File: config.mk
export PLATFORM = sky130hd
export DESIGN_NAME = alu_multicycle_flat
export DESIGN_NICKNAME = d
export VERILOG_FILES = /design/src/rtl/alu_multicycle_if.sv /design/src/rtl/alu_multicycle.sv /design/src/flat_wrapper.sv
export SDC_FILE = /design/constraint.sdc
export NUM_CORES = 1
export LEC_CHECK = 0
export ABC_AREA = 1
export CORE_ASPECT_RATIO = 2
export CORE_MARGIN = 4
export CORE_UTILIZATION = 60
export CTS_CLUSTER_DIAMETER = 40
export DETAILED_ROUTE_END_ITERATION = 10
export PLACE_DENSITY = 0.86
export REMOVE_ABC_BUFFERS = 1
export SLEW_MARGIN = 15
export SYNTH_ARGS = -nofsm -noshare
export SYNTH_HDL_FRONTEND = slang
export SYNTH_SLANG_ARGS = --single-unit
File: constraint.sdc
create_clock -name clk -period 7.6 [get_ports clk]
set_clock_uncertainty 0.05 [all_clocks]
set_input_delay 1.52 -clock clk [delete_from_list [all_inputs] [get_ports clk]]
set_output_delay 1.52 -clock clk [all_outputs]
set_load 0.01 [all_outputs]
File: src/rtl/alu_multicycle_if.sv
// Handshake and operand/result bundle between the control FSM and the multi-cycle ALU.
// The master side drives requests, and the slave side (the ALU) returns results.
interface alu_multicycle_if #(
    parameter int WIDTH = 32
);
    logic             start;
    logic [3:0]       sel;
    logic [WIDTH-1:0] op1;
    logic [WIDTH-1:0] op2;
    logic             busy;
    logic             done;
    logic [WIDTH-1:0] out;
    logic             zero;
    logic             ovf;

    modport master (
        output start, sel, op1, op2,
        input  busy, done, out, zero, ovf
    );

    modport slave (
        input  start, sel, op1, op2,
        output busy, done, out, zero, ovf
    );
endinterface

File: src/rtl/alu_multicycle.sv
// Registered ALU with a start/done handshake. Logic, add/sub, slt and shift ops take one cycle.
// MUL/DIVU/REMU take WIDTH cycles on a single shared shift-add/subtract engine.
module alu_multicycle #(
    parameter int WIDTH  = 32,
    parameter bit MUL_EN = 1'b1,
    parameter bit DIV_EN = 1'b1
) (
    input logic              clk,
    input logic              reset,
    alu_multicycle_if.slave  bus
);
    localparam int SH_W  = $clog2(WIDTH);
    localparam int CNT_W = SH_W;

    typedef enum logic [0:0] {S_IDLE = 1'b0, S_ITER = 1'b1} state_t;
    typedef enum logic [1:0] {K_MUL = 2'b00, K_DIVU = 2'b01, K_REMU = 2'b10} kind_t;

    state_t           state_r;
    kind_t            kind_r;
    kind_t            kind_s;
    logic             busy_r;
    logic             done_r;
    logic             zero_r;
    logic             ovf_r;
    logic [WIDTH-1:0] out_r;
    logic [WIDTH-1:0] acc_r;
    logic [WIDTH-1:0] shf_r;
    logic [WIDTH-1:0] opb_r;
    logic [CNT_W-1:0] cnt_r;

    logic [WIDTH-1:0] add_s;
    logic [WIDTH-1:0] sub_s;
    logic [SH_W-1:0]  shamt_s;
    logic [WIDTH-1:0] res_s;
    logic             ovf_s;
    logic             iter_s;

    assign add_s   = bus.op1 + bus.op2;
    assign sub_s   = bus.op1 - bus.op2;
    assign shamt_s = bus.op2[SH_W-1:0];

    // Opcode decode and single-cycle result datapath
    always_comb begin
        res_s  = {WIDTH{1'b0}};
        ovf_s  = 1'b0;
        iter_s = 1'b0;
        kind_s = K_MUL;
        case (bus.sel)
            4'b0000: res_s = bus.op1 & bus.op2;
            4'b0001: res_s = bus.op1 | bus.op2;
            4'b0010: begin
                res_s = add_s;
                ovf_s = (bus.op1[WIDTH-1] == bus.op2[WIDTH-1]) && (add_s[WIDTH-1] != bus.op1[WIDTH-1]);
            end
            4'b0100: res_s = bus.op1 & ~bus.op2;
            4'b0101: res_s = bus.op1 | ~bus.op2;
            4'b0110: begin
                res_s = sub_s;
                ovf_s = (bus.op1[WIDTH-1] != bus.op2[WIDTH-1]) && (sub_s[WIDTH-1] != bus.op1[WIDTH-1]);
            end
            4'b0111: res_s = {{(WIDTH-1){1'b0}}, ($signed(bus.op1) < $signed(bus.op2))};
            4'b1000: res_s = bus.op1 << shamt_s;
            4'b1001: res_s = bus.op1 >> shamt_s;
            4'b1010: res_s = $unsigned($signed(bus.op1) >>> shamt_s);
            4'b1100: begin
                iter_s = MUL_EN;
                kind_s = K_MUL;
            end
            4'b1110: begin
                iter_s = DIV_EN;
                kind_s = K_DIVU;
            end
            4'b1111: begin
                iter_s = DIV_EN;
                kind_s = K_REMU;
            end
            default: res_s = {WIDTH{1'b0}};
        endcase
    end

    // Engine step: MUL adds the shifted multiplicand when the multiplier LSB is set;
    // DIVU/REMU subtract the divisor from the shifted remainder (restoring).
    logic             idle_s;
    logic             e_div_s;
    logic [WIDTH-1:0] e_acc_s;
    logic [WIDTH-1:0] e_shf_s;
    logic [WIDTH-1:0] e_opb_s;
    logic [WIDTH:0]   rem_shift_s;
    logic [WIDTH+1:0] add_a_s;
    logic [WIDTH+1:0] add_b_s;
    logic [WIDTH+1:0] sum_s;
    logic             fits_s;
    logic [WIDTH-1:0] acc_nx_s;
    logic [WIDTH-1:0] shf_nx_s;
    logic [WIDTH-1:0] opb_nx_s;
    logic [WIDTH-1:0] iter_res_s;

    assign idle_s = (state_r == S_IDLE);

    // The accepting edge already performs the first step on the raw operands
    always_comb begin
        if (idle_s) begin
            e_acc_s = {WIDTH{1'b0}};
            e_shf_s = bus.op1;
            e_opb_s = bus.op2;
            e_div_s = (kind_s != K_MUL);
        end else begin
            e_acc_s = acc_r;
            e_shf_s = shf_r;
            e_opb_s = opb_r;
            e_div_s = (kind_r != K_MUL);
        end
    end

    assign rem_shift_s = {e_acc_s, e_shf_s[WIDTH-1]};
    assign add_a_s     = e_div_s ? {1'b0, rem_shift_s} : {2'b00, e_acc_s};
    assign add_b_s     = e_div_s ? ~{2'b00, e_opb_s} : {2'b00, e_opb_s};
    assign sum_s       = add_a_s + add_b_s + {{(WIDTH+1){1'b0}}, e_div_s};
    // Non-negative difference; it then always fits in WIDTH bits.
    assign fits_s      = (sum_s[WIDTH+1:WIDTH] == 2'b00);

    // Next engine register values for the current step
    always_comb begin
        if (e_div_s) begin
            acc_nx_s = fits_s ? sum_s[WIDTH-1:0] : rem_shift_s[WIDTH-1:0];
            shf_nx_s = {e_shf_s[WIDTH-2:0], fits_s};
            opb_nx_s = e_opb_s;
        end else begin
            acc_nx_s = e_shf_s[0] ? sum_s[WIDTH-1:0] : e_acc_s;
            shf_nx_s = {1'b0, e_shf_s[WIDTH-1:1]};
            opb_nx_s = {e_opb_s[WIDTH-2:0], 1'b0};
        end
    end

    assign iter_res_s = (kind_r == K_DIVU) ? shf_nx_s : acc_nx_s;

    // Control FSM, engine registers and registered outputs
    always_ff @(posedge clk or posedge reset) begin
        if (reset) begin
            state_r <= S_IDLE;
            kind_r  <= K_MUL;
            busy_r  <= 1'b0;
            done_r  <= 1'b0;
            zero_r  <= 1'b0;
            ovf_r   <= 1'b0;
            out_r   <= {WIDTH{1'b0}};
            acc_r   <= {WIDTH{1'b0}};
            shf_r   <= {WIDTH{1'b0}};
            opb_r   <= {WIDTH{1'b0}};
            cnt_r   <= {CNT_W{1'b0}};
        end else begin
            case (state_r)
                S_IDLE: begin
                    done_r <= 1'b0;
                    if (bus.start) begin
                        if (iter_s) begin
                            state_r <= S_ITER;
                            busy_r  <= 1'b1;
                            kind_r  <= kind_s;
                            acc_r   <= acc_nx_s;
                            shf_r   <= shf_nx_s;
                            opb_r   <= opb_nx_s;
                            cnt_r   <= CNT_W'(WIDTH - 1);
                        end else begin
                            out_r  <= res_s;
                            zero_r <= (res_s == {WIDTH{1'b0}});
                            ovf_r  <= ovf_s;
                            done_r <= 1'b1;
                        end
                    end
                end
                S_ITER: begin
                    acc_r <= acc_nx_s;
                    shf_r <= shf_nx_s;
                    opb_r <= opb_nx_s;
                    if (cnt_r == CNT_W'(1)) begin
                        state_r <= S_IDLE;
                        busy_r  <= 1'b0;
                        done_r  <= 1'b1;
                        out_r   <= iter_res_s;
                        zero_r  <= (iter_res_s == {WIDTH{1'b0}});
                        ovf_r   <= 1'b0;
                        cnt_r   <= {CNT_W{1'b0}};
                    end else begin
                        cnt_r <= cnt_r - CNT_W'(1);
                    end
                end
                default: begin
                    state_r <= S_IDLE;
                    busy_r  <= 1'b0;
                    done_r  <= 1'b0;
                end
            endcase
        end
    end

    assign bus.busy = busy_r;
    assign bus.done = done_r;
    assign bus.out  = out_r;
    assign bus.zero = zero_r;
    assign bus.ovf  = ovf_r;
endmodule

File: src/flat_wrapper.sv
// flat-port wrapper written by rule: the top's interface ports become plain ports
module alu_multicycle_flat 
#(
    parameter int WIDTH  = 32,
    parameter bit MUL_EN = 1'b1,
    parameter bit DIV_EN = 1'b1
)
  (clk, reset, bus_start, bus_sel, bus_op1, bus_op2, bus_busy, bus_done, bus_out, bus_zero, bus_ovf);
  alu_multicycle_if #(.WIDTH(WIDTH)) bus_i ();
  input logic clk;
  input logic reset;
  input wire logic [$bits(bus_i.start)-1:0] bus_start;
  input wire logic [$bits(bus_i.sel)-1:0] bus_sel;
  input wire logic [$bits(bus_i.op1)-1:0] bus_op1;
  input wire logic [$bits(bus_i.op2)-1:0] bus_op2;
  output wire logic [$bits(bus_i.busy)-1:0] bus_busy;
  output wire logic [$bits(bus_i.done)-1:0] bus_done;
  output wire logic [$bits(bus_i.out)-1:0] bus_out;
  output wire logic [$bits(bus_i.zero)-1:0] bus_zero;
  output wire logic [$bits(bus_i.ovf)-1:0] bus_ovf;
  assign bus_i.start = bus_start;
  assign bus_i.sel = bus_sel;
  assign bus_i.op1 = bus_op1;
  assign bus_i.op2 = bus_op2;
  assign bus_busy = bus_i.busy;
  assign bus_done = bus_i.done;
  assign bus_out = bus_i.out;
  assign bus_zero = bus_i.zero;
  assign bus_ovf = bus_i.ovf;
  alu_multicycle #(.WIDTH(WIDTH), .MUL_EN(MUL_EN), .DIV_EN(DIV_EN)) u_core (.clk(clk), .reset(reset), .bus(bus_i));
endmodule
==> impl_results.md, run 1 <==
- Status: aborted with a tool error
- Failed at: global routing
- First Err: [ERROR GRT-0116] Global routing finished with congestion. Check the congestion regions in the DRC Viewer.
- Post-synthesis cell count: 3721
- Adder and majority cell fraction of the synthesized area: 6.23%
- Syn avg cell area: 5.55 um2
- IO Pins: 107
- Cell variety after synth: 60
- Maximum clock insertion buffer count: 2
- Num CTS Buffers: 17
- Register bit total from synthesis: 140
- Combinational family with the most area after synthesis: simple AND/OR/NAND/NOR gates
- Mux contribution to synthesized area: 0.582%
- Gr usage total: 57.3%
- First-pass GRT wire length: 165000 um
- Chip height: 270 um
- Mapped Area: 20600 um2
- Post-synth EDFFs: 0
- Compound-gate portion of the synthesized area: 20.4%
- Ys flop type: dfrtp_1
- Synth top area share: 21.7%
- Post-synthesis simple-gate area fraction: 42.2%
- Post-synthesis sequential area ratio: 17.0%
- Yosys warns: 0
- # rows: 95
- I/O Buffers: 106
- Vias in the first global route: 28200
- Largest net degree at the start of global routing: 122
- H-tree depth: 4
- Post-CTS sizing: 0
- Starting Density: 61.2%
- Top post-synthesis cells by area: nand2_1 (22%), dfrtp_1 (17%), o21ai_0 (9.4%), nand3_1 (8.9%), inv_1 (6.8%)
- Dpl hpwl: 81800 um
- RePlAce Congestion: 1.15
- # hold bufs at CTS: 0
- Xor/xnor share of the synthesized area: 2.59%
- Area leader, netlist: nand2_1
- Root Driver: clkbuf_16
- CTS sink cnt: 140
- Pre-CTS WS: 1.07 ns
- Post-DP Area: 21800 um2
- Global route total overflow: 3
- Post-synth ARST share: 100%
- Post-CTS setup buffers: 0
- Die Span X: 139 um
cells by family after synthesis:
| logic type | after synthesis |
|---|---|
| AO/OA/AOI/OAI | 764 |
| adder cells (fa/ha/maj) | 101 |
| XOR/XNOR | 61 |
| buffers and inverters | 577 |
| multiplexers | 12 |
| flip-flops | 140 |
| AND/OR/NAND/NOR | 2066 |
synth_stat cells (32+ instances only):
master and number:
a31oi_1 32, or2_2 39, ha_1 98, inv_1 376, buf_2 45, nand4_1 47
o211ai_1 35, o21ai_0 389, nand2_1 1193, nor3_1 34, nor2_1 326, nand3_1 366
dfrtp_1 140, clkbuf_1 108, a21oi_1 198, xor2_1 40
per-stage QoR:
step / hold WS (ns) / instances / utilization (%) / TNS [ns]
2_1_floorplan: 0.396 / 3535 / - / -35.40
3_3_place_gp: 0.408 / 4117 / 64.5 / 0
3_5_place_dp: 0.416 / 4117 / 64.5 / 0
4_1_cts: 0.430 / 4148 / 66.2 / 0
metal layers:
layer / track usage, % / GRT overflow
met3: 23.7 / 0
met4: 67.6 / 1
met1: 52.2 / 0
met5: 0 / 0
met2: 87.9 / 2
==> inputs of run 2 (changes only) <==
- CORE_ASPECT_RATIO: 2 -> unset
- CORE_UTILIZATION: 60 -> 40
- CTS_CLUSTER_DIAMETER: 40 -> unset
- PLACE_DENSITY: 0.86 -> unset
- PLACE_DENSITY_LB_ADDON: unset -> 0.15
==> impl_results.md, run 2 <==
- Final period util: 82.2%
- Final Hold Viols: 0
- Dpl hpwl: 83200 um (+1.7%)
- Post-Route WL: 104000 um
- Post-CTS sizing: 0 (unchanged)
- Buf/Inv on CP: 4
- Setup Viol. Count Final: 0
- RSZ-0062 raised after global routing: false
- Critical path's largest stage delay: 0.60 ns
- Chip height: 235 um (-13%)
- H-tree depth: 4 (unchanged)
- Crit Path Max Fanout: 34
- Ys flop type: dfrtp_1
- PwrDens: 461 nW/um2
- Most common cell in the netlist: nand2_1
- I/O Buffers: 106 (unchanged)
- Core ar.: 50600 um2
- Final net count: 3893
- IO Pins: 107 (unchanged)
- Starting Density: 40.8% (-20 points)
- CP Launch Type: input port
- # hold bufs at CTS: 0 (unchanged)
- Top post-synthesis cells by area: nand2_1 (22%), dfrtp_1 (17%), o21ai_0 (9.4%), nand3_1 (8.9%), inv_1 (6.8%)
- Final min period: 6.25 ns
- Die Span X: 235 um (+69%)
- Worst path most repeated cell: nand2_1
- Setup Crit Path Kind: input port to flip-flop
- 1st-iter DRT viols: 3266
- Post-synth ARST share: 100% (unchanged)
- Fraction of layout instances using a drive strength above 1: 4.93%
- Crit end category: flip-flop
- Highest routed layer: met4
- Routed WL per cell: 23.7 um
- Maximum clock insertion buffer count: 2 (unchanged)
- WP depth: 29
- Register bit total from synthesis: 140 (unchanged)
- Post-synthesis cell count: 3721 (unchanged)
- Post-CTS setup buffers: 0 (unchanged)
- Metal2 WL: 46100 um
- Residual DRC count: 0
- Global route total overflow: 0
- Critical path's slowest cell: clkdlybuf4s50_1
- Drt via density: 5.87
- Peak supply drop: 0.332 mV
- Hold Path Class: flip-flop to flip-flop
- First-pass GRT wire length: 154000 um
- Critical Path AT: 6.58 ns
- Top cells by count, synth: nand2_1 (1193), o21ai_0 (389), inv_1 (376)
- Slew @ Worst Pin: 1.15 ns
- Clk_lat worst skew: 0.46 ns
- Post-synth EDFFs: 0 (unchanged)
- Met3 Routed Length: 9020 um
- Root Driver: clkbuf_16
- Crit path max-delay family: simple AND/OR/NAND/NOR gates
- Largest net degree at the start of global routing: 95
- Fmax: 0.160 GHz
- Met1 WL: 42400 um
- Total power: 10.5 mW
- Max-Cap Viols: 0
- Area growth, synth to finish: 10.5%
- DR vias: 25900
- Status: finished, final reports clean
- Critical Path RT: 7.94 ns
- Post-synthesis sequential area ratio: 17.0% (unchanged)
- Slew Viols, Final: 0
- WHS Path Cells: 2
- CTS tree: done
- Hold_ws: 0.428 ns
- RePlAce Congestion: 1.07 (-7.1%)
- R2R depth: 25
- Commonest non-fill, non-tap cell in the layout: nand2_1
- Commonest cells after routing, fill and taps aside: nand2_1 (1193), o21ai_0 (389), inv_1 (372)
- Vias in the first global route: 24400
- Clk slew on worst S/H paths: 0.06 ns
- Antenna viol nets, final: 0
- Gr usage total: 36.1%
- Worst slew margin: 22.9%
- Area leader, netlist: nand2_1
- Mapped Area: 20600 um2 (unchanged)
- CTS sink cnt: 140 (unchanged)
- First-pass DRT Iterations: 7
- Num CTS Buffers: 17 (unchanged)
- Syn avg cell area: 5.55 um2 (unchanged)
- Die area: 55300 um2
- Cell variety after synth: 60 (unchanged)
- Synth top area share: 21.7% (unchanged)
- # rows: 82 (-14%)
- Yosys warns: 0 (unchanged)
- Leak: 11.2 nW
- Initial antenna violation count: 5
==> run 2: cell counts after synthesis <==
No cell type changed its count.
==> run 2: cell type report <==
| type | count | area (um2) |
|---|---|---|
| inverters | 391 | 1480 |
| fillers | 5728 | 27800 |
| clock inverters | 12 | 136 |
| flip-flops and latches | 140 | 3510 |
| diodes | 2 | 5.00 |
| multi-input cells | 3004 | 14900 |
| well taps | 672 | 841 |
| clock buffers | 20 | 447 |
| repair buffers | 167 | 1510 |
==> run 2: final timing paths <==
kind	endpoint	slack, ns	from
worst max-delay path	u_core.bus.zero	1.35	bus_sel[3]
worst min-delay path	u_core.shf_r[15]	0.43	u_core.shf_r[15]
worst max register to register	u_core.bus.zero	2.11	u_core.state_r
worst min register to register	u_core.shf_r[15]	0.43	u_core.shf_r[15]
max in group asynchronous	u_core.state_r	4.55	reset
min in group asynchronous	u_core.shf_r[6]	1.61	reset
==> run 2: per-stage QoR <==
stage               util [%]  TNS [ns]  instances  setup WS [ns]  cell area, um2
floorplan                  -    -35.40       3535         -0.938           19800
global placement        43.9         0       4374           1.07           22200
detailed placement      43.9         0       4374          0.981           22200
CTS                     45.1         0       4406           1.44           22800
global route            45.1         0       4406           1.01           22800
finish                  45.1         0       4408           1.35           22800
==> run 2: power by group <==
| group | total [mW] | internal, mW | switching (mW) |
|---|---|---|---|
| logic | 8.17 | 2.61 | 5.57 |
| clock network | 0.876 | 0.495 | 0.381 |
| registers | 1.45 | 1.13 | 0.322 |
| total | 10.5 | 4.23 | 6.27 |
==> run 2: per-layer routing <==
metal,global-route usage [%],vias to the layer above
met5,0,-
met3,4.85,262
met1,46.8,12100
met2,58.2,1319
met4,19.6,0
li1,-,12200
==> run 2: tightest hold or removal path, stage by stage, from the launching register on <==
cell and delay, ns:
dfrtp_1 0.34, nand2_1 0.05, o21ai_0 0.06
==> run 2: cells by family after synthesis <==
| family | count (synthesis) | synth area share [%] |
|---|---|---|
| flip-flops | 140 | 17.0 |
| AO/OA/AOI/OAI | 764 | 20.4 |
| multiplexers | 12 | 0.582 |
| adder cells (fa/ha/maj) | 101 | 6.23 |
| AND/OR/NAND/NOR | 2066 | 42.2 |
| XOR/XNOR | 61 | 2.59 |
| buffers and inverters | 577 | 11.0 |
Note: power is estimated with default switching activity, not from simulation.
==> inputs of run 3 (changes only) <==
- clock period: 7.6 -> 5.5 ns (I/O delays scaled with it)
==> impl_results.md, run 3 (same netlist as run 2, synthesis figures left out) <==
- Commonest non-fill, non-tap cell in the layout: nand2_1
- Crit end category: flip-flop
- Largest net degree at the start of global routing: 109 (+15%)
- Critical path's slowest cell: clkdlybuf4s50_1
- Slew Viols, Final: 0 (unchanged)
- # hold bufs at CTS: 0 (unchanged)
- CTS sink cnt: 140 (unchanged)
- Slew @ Worst Pin: 0.965 ns (-0.180 ns)
- H-tree depth: 4 (unchanged)
- Final cell count without fillers: 4590 (+4.1%)
- Post-CTS setup buffers: 0 (unchanged)
- Grt peak-use layer: met2
- Max-Cap Viols: 0 (unchanged)
- Critical path's largest stage delay: 0.49 ns (-0.11 ns)
- Final period util: 94.5%
- Crit path max-delay family: simple AND/OR/NAND/NOR gates
- Commonest cells after routing, fill and taps aside: nand2_1 (1193), o21ai_0 (389), inv_1 (372)
- Crit Path Max Fanout: 10 (-71%)
- Final net count: 4075 (+4.7%)
- RSZ-0062 raised after global routing: false
- Post-Route WL: 111000 um (+6.9%)
- IO Pins: 107 (unchanged)
- WHS Path Cells: 2 (unchanged)
- Starting Density: 40.8% (unchanged)
- Die Span X: 235 um (unchanged)
- Antenna viol nets, final: 0 (unchanged)
- Dpl hpwl: 91900 um (+10%)
- Multi-input logic area: 14900 um2 (unchanged)
- Chip height: 235 um (unchanged)
- Final WS setup: 0.302 ns (-1.05 ns)
- 1st-iter DRT viols: 3312 (+1.4%)
- Final Hold Viols: 0 (unchanged)
- WP depth: 33 (+14%)
- First-pass DRT Iterations: 7 (unchanged)
- CP Launch Type: input port
- Core ar.: 50600 um2 (unchanged)
- Peak supply drop: 0.666 mV (+100%)
- CTS tree: done
- Fmax: 0.192 GHz
- Hold Path Class: flip-flop to flip-flop
- DR vias: 26700 (+3.0%)
- Setup_tns: 0 ns (unchanged)
- Placed Cells: 4556 (+4.2%)
- Maximum clock insertion buffer count: 2 (unchanged)
- Fillers: 5610 (-2.1%)
- # rows: 82 (unchanged)
- R2R depth: 28 (+12%)
- Final min period: 5.20 ns
- Routed WL per cell: 24.3 um (+2.6%)
- Worst path most repeated cell: nand2_1
- Met1 capacity usage during global routing: 50.2% (+3.5 points)
- Pre-CTS WS: -0.0661 ns (-1.05 ns)
- Die area: 55300 um2 (unchanged)
- Gr usage total: 38.4% (+2.4 points)
- Global route total overflow: 0 (unchanged)
- Buf/Inv on CP: 7 (+3)
- Drt via density: 5.81 (-1.1%)
- Met2 Use GR: 62.3% (+4.1 points)
- Clk slew on worst S/H paths: 0.06 ns (about the same)
- Critical Path AT: 5.53 ns (-1.05 ns)
- Leak: 12.1 nW (+7.9%)
- Worst slew margin: 35.3% (+12 points)
- Reg2Reg Setup Slack: 0.55 ns (-1.56 ns)
- PwrDens: 663 nW/um2 (+44%)
- Sequential Area: 3510 um2 (unchanged)
- Clk_lat worst skew: 0.45 ns (about the same)
- Status: finished, final reports clean
- I/O Buffers: 106 (unchanged)
- Area growth, synth to finish: 17.3%
- First-pass GRT wire length: 163000 um (+5.9%)
- Post-CTS sizing: 0 (unchanged)
- Vias in the first global route: 25000 (+2.4%)
- RePlAce Congestion: 1.10 (+2.4%)
- Fraction of layout instances using a drive strength above 1: 9.40% (+4.5 points)
- Setup Viol. Count Final: 0 (unchanged)
- Setup Crit Path Kind: input port to flip-flop
- Num CTS Buffers: 17 (unchanged)
- Critical Path RT: 5.83 ns (-2.11 ns)
- Met3 Use GR: 5.21% (+0.36 points)
- Root Driver: clkbuf_16
- Residual DRC count: 0 (unchanged)
- Initial antenna violation count: 2 (-3)
==> run 3: power breakdown <==
part / switching [mW] / leakage [nW] / total [mW] / internal (mW)
logic: 8.28 / 10.2 / 13.0 / 4.70
registers: 0.365 / 1.71 / 1.93 / 1.57
clock network: 0.539 / 0.265 / 1.13 / 0.591
==> run 3: path summary, 6_finish.rpt <==
check	from	endpoint
setup / recovery	bus_sel[3]	u_core.bus.zero
max in group asynchronous	reset	u_core.state_r
hold / removal	u_core.shf_r[24]	u_core.shf_r[24]
min in group asynchronous	reset	u_core.shf_r[7]
hold reg to reg	u_core.shf_r[24]	u_core.shf_r[24]
setup reg to reg	u_core.kind_r[0]	u_core.bus.zero
==> run 3: cell type report <==
cell class,instances,area share (%)
diodes,2,0.0207
flip-flops and latches,140,14.5
repair buffers,349,12.2
multi-input cells,3004,61.4
inverters,391,6.12
clock inverters,15,0.532
clock buffers,17,1.76
well taps,672,3.47
==> run 3: metal layers <==
layer	up-vias	part of all wire (%)
li1	12600	-
met1	12300	40
met2	1463	45
met3	256	8.8
met4	4	5.9
met5	-	0.032
==> run 3: worst register-to-register path: cells and delay by family, from the launching register on <==
kind / cells / cell delay [ns]
AOI/OAI and AO/OA: 2 / 0.31
adders and majority gates: 1 / 0.25
buffers and inverters: 4 / 0.58
DFF: 1 / 0.40
and+or+nand+nor: 21 / 3.31
==> run 3: per-stage QoR <==
stage	power, mW	util (%)	hold slack [ns]	instance area, um2
CTS	15.8	47.9	0.433	24200
detailed placement	14.6	46.8	0.416	23700
global placement	14.7	46.8	0.406	23700
floorplan	9.53	-	0.396	19800
finish	16.0	47.9	0.428	24200
global route	17.4	47.9	0.444	24200
